`src/rtl/mem_access_if.sv`:
```
// Data-bus interface between the MEM-stage load/store unit and the data memory.
// The unit drives a req/ack transaction with word address, byte enables and write data.
interface mem_access_if;
    logic        req;
    logic        we;
    logic [31:0] addr;
    logic [31:0] wdata;
    logic [3:0]  be;
    logic        ack;
    logic [31:0] rdata;

    modport master (
        output req, we, addr, wdata, be,
        input  ack, rdata
    );

    modport slave (
        input  req, we, addr, wdata, be,
        output ack, rdata
    );
endinterface

```
`src/rtl/mem_access.sv`:
```
// RV32I memory-stage load/store unit: one req/ack bus transaction per load/store.
// Optional MEM_ACCESS_MISALIGN_CHECK_EN drops misaligned halfword/word ops and pulses misalign_o.
//
// state | meaning
// IDLE  | accept memory op, or pass non-memory result through in one cycle
// BUSY  | bus request held until ack; result written on the ack edge
module mem_access (
    input  logic        clk,
    input  logic        rst_n,
    input  logic        ex_valid_i,
    input  logic [31:0] ex_addr_i,
    input  logic [31:0] ex_wdata_i,
    input  logic [2:0]  ex_size_i,
    input  logic        ex_we_i,
    input  logic        ex_re_i,
    input  logic [4:0]  ex_rd_addr_i,
    input  logic        ex_reg_wen_i,
    input  logic [31:0] ex_alu_data_i,
    output logic        stall_o,
    output logic [31:0] mem_rd_data_o,
    output logic [4:0]  mem_rd_addr_o,
    output logic        mem_reg_wen_o,
    output logic        misalign_o,
    mem_access_if.master bus
);

    typedef enum logic {IDLE, BUSY} state_t;

    state_t      state, state_nxt;
    logic        mem_op, size_ok, misaligned, accept;
    logic [1:0]  lane;
    logic [3:0]  be_nxt;
    logic [31:0] wdata_nxt;
    logic [31:0] load_data;
    logic [7:0]  byte_sel;
    logic [15:0] half_sel;

    logic        we_q;
    logic [31:0] addr_q;
    logic [31:0] wdata_q;
    logic [3:0]  be_q;
    logic [2:0]  size_q;
    logic [1:0]  lane_q;
    logic [4:0]  rd_q;
    logic        wen_q;

    assign lane   = ex_addr_i[1:0];
    assign mem_op = ex_valid_i & (ex_we_i | ex_re_i);

    always_comb begin
        size_ok = 1'b0;
        case (ex_size_i)
            3'b000, 3'b001, 3'b010, 3'b100, 3'b101: size_ok = 1'b1;
            default:                                size_ok = 1'b0;
        endcase
    end

`ifdef MEM_ACCESS_MISALIGN_CHECK_EN
    assign misaligned = mem_op & size_ok &
                        (((ex_size_i[1:0] == 2'b01) & lane[0]) |
                         ((ex_size_i[1:0] == 2'b10) & (lane != 2'b00)));
`else
    assign misaligned = 1'b0;
`endif

    assign accept = (state == IDLE) & mem_op & size_ok & ~misaligned;

    // Store lanes; halfword lane choice uses only a[1], so unaligned halves fall back to aligned lanes.
    always_comb begin
        be_nxt    = 4'b1111;
        wdata_nxt = ex_wdata_i;
        if (ex_we_i) begin
            case (ex_size_i[1:0])
                2'b00: begin
                    be_nxt    = 4'b0001 << lane;
                    wdata_nxt = {4{ex_wdata_i[7:0]}};
                end
                2'b01: begin
                    be_nxt    = lane[1] ? 4'b1100 : 4'b0011;
                    wdata_nxt = {2{ex_wdata_i[15:0]}};
                end
                default: be_nxt = 4'b1111;
            endcase
        end
    end

    always_comb begin
        byte_sel = bus.rdata[7:0];
        case (lane_q)
            2'b00:   byte_sel = bus.rdata[7:0];
            2'b01:   byte_sel = bus.rdata[15:8];
            2'b10:   byte_sel = bus.rdata[23:16];
            default: byte_sel = bus.rdata[31:24];
        endcase
        half_sel = lane_q[1] ? bus.rdata[31:16] : bus.rdata[15:0];
        case (size_q)
            3'b000:  load_data = {{24{byte_sel[7]}}, byte_sel};
            3'b001:  load_data = {{16{half_sel[15]}}, half_sel};
            3'b100:  load_data = {24'd0, byte_sel};
            3'b101:  load_data = {16'd0, half_sel};
            default: load_data = bus.rdata;
        endcase
    end

    always_comb begin
        state_nxt = state;
        stall_o   = 1'b0;
        case (state)
            IDLE: begin
                if (accept) begin
                    state_nxt = BUSY;
                    stall_o   = 1'b1;
                end
            end
            BUSY: begin
                if (bus.ack) state_nxt = IDLE;
                else         stall_o   = 1'b1;
            end
            default: state_nxt = IDLE;
        endcase
        if (!rst_n) stall_o = 1'b0;
    end

    always_ff @(posedge clk or negedge rst_n) begin
        if (!rst_n) state <= IDLE;
        else        state <= state_nxt;
    end

    always_ff @(posedge clk or negedge rst_n) begin
        if (!rst_n) begin
            we_q          <= 1'b0;
            addr_q        <= 32'd0;
            wdata_q       <= 32'd0;
            be_q          <= 4'b0000;
            size_q        <= 3'd0;
            lane_q        <= 2'd0;
            rd_q          <= 5'd0;
            wen_q         <= 1'b0;
            mem_rd_data_o <= 32'd0;
            mem_rd_addr_o <= 5'd0;
            mem_reg_wen_o <= 1'b0;
            misalign_o    <= 1'b0;
        end else begin
            misalign_o <= 1'b0;
            if (state == IDLE) begin
                if (accept) begin
                    we_q          <= ex_we_i;
                    addr_q        <= {ex_addr_i[31:2], 2'b00};
                    wdata_q       <= wdata_nxt;
                    be_q          <= be_nxt;
                    size_q        <= ex_size_i;
                    lane_q        <= lane;
                    rd_q          <= ex_rd_addr_i;
                    wen_q         <= ex_reg_wen_i;
                    mem_reg_wen_o <= 1'b0;
                end else if (ex_valid_i & ~(ex_we_i | ex_re_i)) begin
                    mem_rd_data_o <= ex_alu_data_i;
                    mem_rd_addr_o <= ex_rd_addr_i;
                    mem_reg_wen_o <= ex_reg_wen_i;
                end else begin
                    mem_reg_wen_o <= 1'b0;
                    misalign_o    <= misaligned;
                end
            end else if (bus.ack) begin
                mem_rd_addr_o <= rd_q;
                if (we_q) begin
                    mem_rd_data_o <= 32'd0;
                    mem_reg_wen_o <= 1'b0;
                end else begin
                    mem_rd_data_o <= load_data;
                    mem_reg_wen_o <= wen_q;
                end
            end else begin
                mem_reg_wen_o <= 1'b0;
            end
        end
    end

    // req comes straight from the state register so an async reset drops it at once.
    assign bus.req   = (state == BUSY);
    assign bus.we    = we_q;
    assign bus.addr  = addr_q;
    assign bus.wdata = wdata_q;
    assign bus.be    = be_q;

endmodule

```
`src/flat_wrapper.sv`:
```
// flat-port wrapper written by rule: the top's interface ports become plain ports
module mem_access_flat 
  (clk, rst_n, ex_valid_i, ex_addr_i, ex_wdata_i, ex_size_i, ex_we_i, ex_re_i, ex_rd_addr_i, ex_reg_wen_i, ex_alu_data_i, stall_o, mem_rd_data_o, mem_rd_addr_o, mem_reg_wen_o, misalign_o, bus_req, bus_we, bus_addr, bus_wdata, bus_be, bus_ack, bus_rdata);
  mem_access_if bus_i ();
  input  logic clk;
  input  logic rst_n;
  input  logic ex_valid_i;
  input  logic [31:0] ex_addr_i;
  input  logic [31:0] ex_wdata_i;
  input  logic [2:0] ex_size_i;
  input  logic ex_we_i;
  input  logic ex_re_i;
  input  logic [4:0] ex_rd_addr_i;
  input  logic ex_reg_wen_i;
  input  logic [31:0] ex_alu_data_i;
  output logic stall_o;
  output logic [31:0] mem_rd_data_o;
  output logic [4:0] mem_rd_addr_o;
  output logic mem_reg_wen_o;
  output logic misalign_o;
  output wire logic [$bits(bus_i.req)-1:0] bus_req;
  output wire logic [$bits(bus_i.we)-1:0] bus_we;
  output wire logic [$bits(bus_i.addr)-1:0] bus_addr;
  output wire logic [$bits(bus_i.wdata)-1:0] bus_wdata;
  output wire logic [$bits(bus_i.be)-1:0] bus_be;
  input wire logic [$bits(bus_i.ack)-1:0] bus_ack;
  input wire logic [$bits(bus_i.rdata)-1:0] bus_rdata;
  assign bus_req = bus_i.req;
  assign bus_we = bus_i.we;
  assign bus_addr = bus_i.addr;
  assign bus_wdata = bus_i.wdata;
  assign bus_be = bus_i.be;
  assign bus_i.ack = bus_ack;
  assign bus_i.rdata = bus_rdata;
  mem_access u_core (.clk(clk), .rst_n(rst_n), .ex_valid_i(ex_valid_i), .ex_addr_i(ex_addr_i), .ex_wdata_i(ex_wdata_i), .ex_size_i(ex_size_i), .ex_we_i(ex_we_i), .ex_re_i(ex_re_i), .ex_rd_addr_i(ex_rd_addr_i), .ex_reg_wen_i(ex_reg_wen_i), .ex_alu_data_i(ex_alu_data_i), .stall_o(stall_o), .mem_rd_data_o(mem_rd_data_o), .mem_rd_addr_o(mem_rd_addr_o), .mem_reg_wen_o(mem_reg_wen_o), .misalign_o(misalign_o), .bus(bus_i));
endmodule
```
`config.mk`:
```
export PLATFORM = sky130hd
export DESIGN_NAME = mem_access_flat
export DESIGN_NICKNAME = d
export VERILOG_FILES = /design/src/rtl/mem_access_if.sv /design/src/rtl/mem_access.sv /design/src/flat_wrapper.sv
export SDC_FILE = /design/constraint.sdc
export NUM_CORES = 1
export LEC_CHECK = 0
export BUFFER_PORTS_ARGS = -buffer_cell sky130_fd_sc_hd__buf_2
export CORE_AREA = 2 2 100 141
export CTS_CLUSTER_SIZE = 14
export DETAILED_ROUTE_END_ITERATION = 6
export DIE_AREA = 0 0 102 143
export HOLD_SLACK_MARGIN = 0.06
export PLACE_DENSITY = 0.82
export SLEW_MARGIN = 5
export SYNTH_ARGS = -nofsm -noshare
export SYNTH_HDL_FRONTEND = slang
export SYNTH_SLANG_ARGS = --single-unit
```
`constraint.sdc`:
```
create_clock -name clk -period 1.8 [get_ports clk]
set_clock_uncertainty 0.1 [all_clocks]
set_input_delay 0.18 -clock clk [delete_from_list [all_inputs] [get_ports clk]]
set_output_delay 0.18 -clock clk [all_outputs]
set_load 0.01 [all_outputs]
```
==> Word-level counts from Yosys, hierarchy flattened <==
Index checks and enable logic that the tools add are counted.
{ "classes": {"add_sub_neg": 0, "n_mul": 0, "div": 0, "magnitude_cmp": 0, "eq_ne": 12, "shift": 1, "muxes": 27, "bitwise_logic": 7, "reduce_logical": 8} }
{ "op_table": {"columns": ["op", "count"], "rows": [
  ["$mux W32", 6],
  ["$pmux W32 S4", 1],
  ["$pmux W32 S2", 1],
  ["$pmux W8 S3", 1],
  ["$mux W5", 4],
  ["$mux W16", 1],
  ["$eq A3 B3 Y1 const B", 4],
  ["$mux W1", 9],
  ["$mux W4", 2],
  ["$pmux W4 S2", 1],
  ["$eq A3 B1 Y1 const B", 2],
  ["$logic_not A3 Y1", 2],
  ["$reduce_or A5 Y1", 1],
  ["$and A1 B1 Y1", 4],
  ["$eq A2 B1 Y1 const B", 2],
  ["$logic_not A2 Y1", 2],
  ["$shl A1 B2 Y4 const A", 1],
  ["$eq A3 B2 Y1 const B", 1],
  ["$reduce_and A3 Y1", 1],
  ["$eq A2 B2 Y1 const B", 1],
  ["$ne A2 B1 Y1 const B", 1],
  ["$ne A2 B2 Y1 const B", 1],
  ["$not A1 Y1", 2],
  ["$pmux W1 S2", 1],
  ["3 further kinds", 3]
]} }
{ "totals": {"ff_bits": 117, "latch_bits": 0, "mem_bits_rw": 0, "rom_bits": 0, "inputBits": 143, "out_inout_bits": 110, "wordCells": 67, "n_memories": 0} }

==> Logic depth before layout (Yosys ltp) <==
{ "logic_depth": {"ltp_word": 7, "ltp_mapped": 7, "depth_no_buf": 4} }

==> Least setup slack after synthesis <==
Ideal clock, no wire load.
{ "synth_timing": {"path_kind": "reg-to-output", "start": "register u_core.state (netlist: u_core.bus.req)", "end": "output port stall_o", "arrival_time_ns": 1.649, "setup_slack_ns": -0.129, "path_stages_with_launch": 7, "path_cell_list": "dfrtp_1 > nand2b_1 > or3b_1 > buf_2 > buf_2 > o21ai_0 > and2_1"} }
{ "synth_between": {"elab_chain_cells": 6} }
{ "synth_rtl": {"columns": ["element", "line_no", "source"], "rows": [
  ["start, declared", "mem_access.sv:29", "state_t state, state_nxt;"],
  ["start signal, assigned", "mem_access.sv:126", "else state <= state_nxt;"],
  ["$not A1 Y1 (no source line)", null, null],
  ["$and A1 B1 Y1 (2 in a row)", "mem_access.sv:66", "assign accept = (state == IDLE) & mem_op & size_ok & ~misaligned;"],
  ["$mux W1", null, null],
  ["$pmux W1 S2 (*)", null, null],
  ["net u_core.state_nxt", "mem_access.sv:29", null],
  ["$mux W1 (*)", "mem_access.sv:121", "if (!rst_n) stall_o = 1'b0;"],
  ["end, declared", "flat_wrapper.sv:16", "output logic stall_o;"]
]} }
Mark *: on every way through the listed nets, which the timed path passes. The rest lies on a longest branch.

==> Worst setup path in the final report <==
{ "layout_timing": {"start": "register u_core.state (netlist: u_core.bus.req)", "end": "register u_core.mem_rd_data_o[26]"} }
{ "layout_between": {"elab_chain_cells": 5} }
{ "layout_rtl": {"columns": ["element", "line_no", "source"], "rows": [
  ["$not A1 Y1 (no source line)", null, null],
  ["$and A1 B1 Y1 (2 in a row)", "mem_access.sv:66", null],
  ["$ne A2 B1 Y1 (no source line)", null, null],
  ["$reduce_and A3 Y1 (no source line)", null, null],
  ["end signal, assigned", "mem_access.sv:157", "mem_rd_data_o <= ex_alu_data_i;"],
  ["end signal, assigned", "mem_access.sv:170", "mem_rd_data_o <= load_data;"],
  ["end, declared", "mem_access.sv:20", "output logic [31:0] mem_rd_data_o,"]
]} }
Parallel ways exist; a longest one is shown, timed or not.
A chain may end at the register's enable or synchronous reset.

==> summary.log <==
INFO  floorplan      die-area=14600µm²
INFO  logic_synthesis synth-seq-cells=117
INFO  placement      routabilityCongestion=0.905
INFO  placement      placed_cells_incl_taps=955
INFO  global_routing grt_use_met3=9.06%
INFO  detailed_routing postRouteWirelength=25.0mm
INFO  worst_setup_path critical_path.slowest_cell=sky130_fd_sc_hd__o41ai_2
INFO  floorplan      rows=50
INFO  hold_path      classification_of_the_worst_slack_hold_path=input port to flop
INFO  floorplan      core_area=13300µm²
INFO  floorplan      top_level_ports=253
INFO  global_routing grt_pass1_vias=6598
INFO  job            max_cap_violations=0
INFO  global_routing busiest_layer=met2
INFO  logic_synthesis count_of_flip_flops_with_a_built_in_enable_after_synthesis=0
INFO  worst_setup_path r2r_setup_slack=-0.26ns
INFO  layout         finish.net_count=1081
INFO  worst_setup_path crit_path_start_kind=flop
INFO  worst_setup_path regToRegEndpoint=u_core.mem_rd_data_o[26]
INFO  power          power-per-cell-area=1140nW/µm²
INFO  logic_synthesis synth_async_sr_flop_share=100%
INFO  worst_setup_path timing.critical_path.slowest_cell_delay=0.44ns
INFO  power          leakagePower=0.00445µW
INFO  detailed_routing drc_violation_count_after_routing=0
INFO  logic_synthesis avgSynthCellArea=10.6µm²
INFO  logic_synthesis yosysUniqueCellTypes=46
INFO  detailed_routing first_pass_iters=5
INFO  detailed_routing ant_nets=0
INFO  clock_network  max-clock-path-buffers=2
INFO  logic_synthesis synth_sequential_area_ratio=51.9%
INFO  logic_synthesis synth_flop_cell=sky130_fd_sc_hd__dfrtp_1
INFO  clock_network  clock_sink_count=117
INFO  worst_setup_path worstPathMaxFanout=6
INFO  timing         final_max_slew_viol_count=0
INFO  logic_synthesis synth.cell_area=5640µm²
INFO  detailed_routing viasPerCell=5.75
INFO  clock_network  clk_pin_slew=0.06ns
INFO  timing         fmaxAchievable=486MHz
INFO  layout         finalNonFillerCells=1134
INFO  worst_setup_path r2r.worst_path.cells=7
INFO  placement      placement.io_buffers=249
INFO  global_routing grt_antenna_before_repair=1
INFO  timing         unrepaired_setup_endpoints_after_global_routing=true
INFO  placement      detailedPlacementHpwl=12.8mm
INFO  timing         final_period_minus_worst_setup_slack=2.06ns
INFO  global_routing met2_usage=54.8%
INFO  clock_network  htreeDepth=4
INFO  logic_synthesis cell_count_after_synthesis=532
INFO  worst_setup_path timing.critical_path.cells=buf_4, buf_4, nand2b_1, o41ai_2, a21oi_4, buf_6, o211ai_1
INFO  outcome        failing_checks=negative setup slack
INFO  timing         fin_tns_setup=-6.60ns
INFO  global_routing groute.layer.met1.usage=31.3%
INFO  worst_setup_path critical_path_capture_point=u_core.mem_rd_data_o[26]
INFO  layout         drive_gt1_share=45.0%
INFO  layout         finish.utilization=72.5%
INFO  worst_setup_path worst_ep_arrival_time=2.25ns
INFO  detailed_routing routedWlPerCell=22.1µm
INFO  logic_synthesis yosys_warnings=0
INFO  floorplan      chipWidth=102µm
INFO  placement      dpl_worst_slack=-0.0565ns
INFO  clock_network  clock_latency=0.40ns
INFO  detailed_routing dr.first_iter.drc_count=481
INFO  timing         timing.max_slew.rel_slack=61.2%
INFO  worst_setup_path cp-end-kind=flop
INFO  timing         setup_viol_count_final=92
INFO  layout         final.fill_count=848
INFO  worst_setup_path worst_r2r_startpoint=u_core.bus.req
INFO  worst_setup_path family_with_the_most_delay_on_the_worst_path=compound AO/OA/AOI/OAI gates
INFO  floorplan      die_h=143µm
INFO  clock_network  clock_tree_from_tritoncts=yes
INFO  timing         layout_worst_path_cycle_share=114%
INFO  global_routing groute.usage.overall=30.7%
INFO  global_routing grt_first_pass_wirelength=33.9mm
INFO  worst_setup_path worst_path_most_repeated_cell=sky130_fd_sc_hd__buf_4
INFO  detailed_routing detailroute.via_count=6522
INFO  outcome        outcome=finished, violations left
INFO  worst_setup_path timing.critical_path.required=1.99ns
INFO  power          ir_drop=624µV
INFO  worst_setup_path critPathBufInv=3
INFO  worst_setup_path ws_path_type=flop to flop
INFO  floorplan      initial_core_util=42.5%
INFO  global_routing overflow=0
INFO  layout         layout-area-overhead-vs-synth=70.5%
INFO  clock_network  cts_root_buffer=sky130_fd_sc_hd__clkbuf_16
INFO  timing         slew_of_the_pin_with_the_lowest_slew_margin=0.582ns
INFO  power          design_power_total=11000µW
INFO  worst_setup_path critical_path.startpoint=u_core.bus.req
INFO  timing         timing_hold_violations_final=0
INFO  clock_network  cts_buffers=17
INFO  timing         timing.final.ws_setup=-0.256ns
INFO  worst_setup_path worstSetupPathDepth=7
INFO  global_routing grt_start_max_net_pins=103
[timing repair]
action	CTS	global route
hold buffers	128	0
endpoints found under the hold margin	228	0
cloned	2	3
endpoints found under the setup margin	21	94
pin swaps	2	19
setup buffers	5	10
resized for setup	8	50
[synthesized netlist by cell type (2+ instances only)]
library cell	n	area [µm²]
sky130_fd_sc_hd__nand3b_1	2	15.0
sky130_fd_sc_hd__mux2i_1	33	330
sky130_fd_sc_hd__mux2_2	55	619
sky130_fd_sc_hd__nor2_1	22	82.6
sky130_fd_sc_hd__inv_1	5	18.8
sky130_fd_sc_hd__clkbuf_1	23	86.3
sky130_fd_sc_hd__or3_1	3	18.8
sky130_fd_sc_hd__o2111ai_1	3	26.3
sky130_fd_sc_hd__nand2_1	61	229
sky130_fd_sc_hd__buf_2	8	40.0
sky130_fd_sc_hd__o22a_1	4	35.0
sky130_fd_sc_hd__buf_1	3	11.3
sky130_fd_sc_hd__nor2b_1	4	25.0
sky130_fd_sc_hd__nand3_1	16	80.1
sky130_fd_sc_hd__o21ai_0	67	335
sky130_fd_sc_hd__a2111oi_0	2	17.5
sky130_fd_sc_hd__a31oi_1	4	25.0
sky130_fd_sc_hd__a21oi_1	22	110
sky130_fd_sc_hd__and2_1	3	18.8
sky130_fd_sc_hd__buf_4	6	45.0
sky130_fd_sc_hd__dfrtp_1	117	2930
sky130_fd_sc_hd__nand2b_1	9	56.3
sky130_fd_sc_hd__a221oi_1	4	35.0
sky130_fd_sc_hd__a21o_1	2	15.0
sky130_fd_sc_hd__o31a_1	4	35.0
sky130_fd_sc_hd__o31ai_1	2	15.0
sky130_fd_sc_hd__nor3b_1	2	15.0
sky130_fd_sc_hd__o211ai_1	21	158
sky130_fd_sc_hd__o22ai_1	8	50.1
[layer usage]
layer	part of all wire, %	wire length, µm
met4	7.1	1770
met5	0	0
met3	10	2590
met1	32	7900
met2	51	12800
[kinds of logic after synthesis]
kind of cell / share of synthesized area [%]
AOI/OAI and AO/OA: 17.0
and+or+nand+nor: 10.3
DFF: 51.9
muxes: 16.8
buffers and inverters: 3.84
other: 0.0665
[how the worst min path moves through the flow]
stage	end	cells after the start	from	slack, ns
final	u_core.mem_rd_data_o[8]	3	bus_rdata[8]	0.08
after global routing	u_core.mem_rd_data_o[8]	3	bus_rdata[8]	0.07
after CTS	u_core.mem_rd_data_o[14]	3	bus_rdata[14]	0.07
after detailed placement	u_core.mem_rd_addr_o[3]	1	rst_n	-0.02
after global placement	u_core.mem_rd_addr_o[1]	1	rst_n	-0.02
after floorplan	u_core.bus.addr[10]	0	rst_n	-0.22
[cell type report]
type	instances	area, µm²	share of cell area (%)
Timing Repair Buffer	426	3100	32.3
Sequential cell	117	2930	30.5
Multi-Input combinational cell	370	2730	28.4
Clock buffer	19	443	4.61
Tap cell	182	228	2.37
Clock inverter	13	149	1.55
Inverter	6	26.3	0.273
Antenna cell	1	2.50	0.0260
[worst register-to-register path, cell delays in order (launching register included)]
cell and delay (ns):
sky130_fd_sc_hd__dfrtp_1 0.38, sky130_fd_sc_hd__buf_4 0.16, sky130_fd_sc_hd__buf_4 0.14, sky130_fd_sc_hd__nand2b_1 0.18
sky130_fd_sc_hd__o41ai_2 0.44, sky130_fd_sc_hd__a21oi_4 0.09, sky130_fd_sc_hd__buf_6 0.16, sky130_fd_sc_hd__o211ai_1 0.29
[cell usage in the layout, fill, tap and decap left out, drive strengths merged, types with 3 or more instances in the layout]
cell type	instances
o31a	4
clkbuf	21
a31oi	4
mux2	55
inv	8
buf	295
nor2b	4
dlygate4sd3	128
nor2	22
o211ai	21
and2	3
a21oi	23
conb	3
o22ai	8
mux2i	33
or3	3
clkinv	5
a221oi	4
nand2	61
a2111oi	3
clkinvlp	4
o2111ai	3
nand2b	9
o22a	4
dfrtp	117
nand3	16
o21ai	67
[per-stage QoR]
| step | hold slack (ns) | cell area (µm²) |
|---|---|---|
| finish | 0.0772 | 9610 |
| global route | 0.0693 | 9610 |
| CTS | 0.0652 | 9290 |
| detailed placement | -0.0160 | 7280 |
| global placement | -0.0239 | 7280 |
| floorplan | -0.216 | 5660 |
[state kept, by name, indices dropped and copies added (netlist names)]
| signal | flops |
|---|---|
| u_core.bus.we | 1 |
| u_core.bus.be | 4 |
| u_core.size_q | 3 |
| u_core.bus.wdata | 32 |
| u_core.rd_q | 5 |
| u_core.bus.addr | 30 |
| u_core.lane_q | 2 |
| u_core.bus.req | 1 |
| u_core.mem_rd_data_o | 32 |
| u_core.wen_q | 1 |
| u_core.mem_rd_addr_o | 5 |
| u_core.mem_reg_wen_o | 1 |
[report_power, final]
| group | switching (µW) | internal (µW) | total [µW] |
|---|---|---|---|
| registers | 484 | 3340 | 3830 |
| clock network | 1310 | 2090 | 3410 |
| logic | 2000 | 1740 | 3750 |
(Power assumes the default switching activity.)
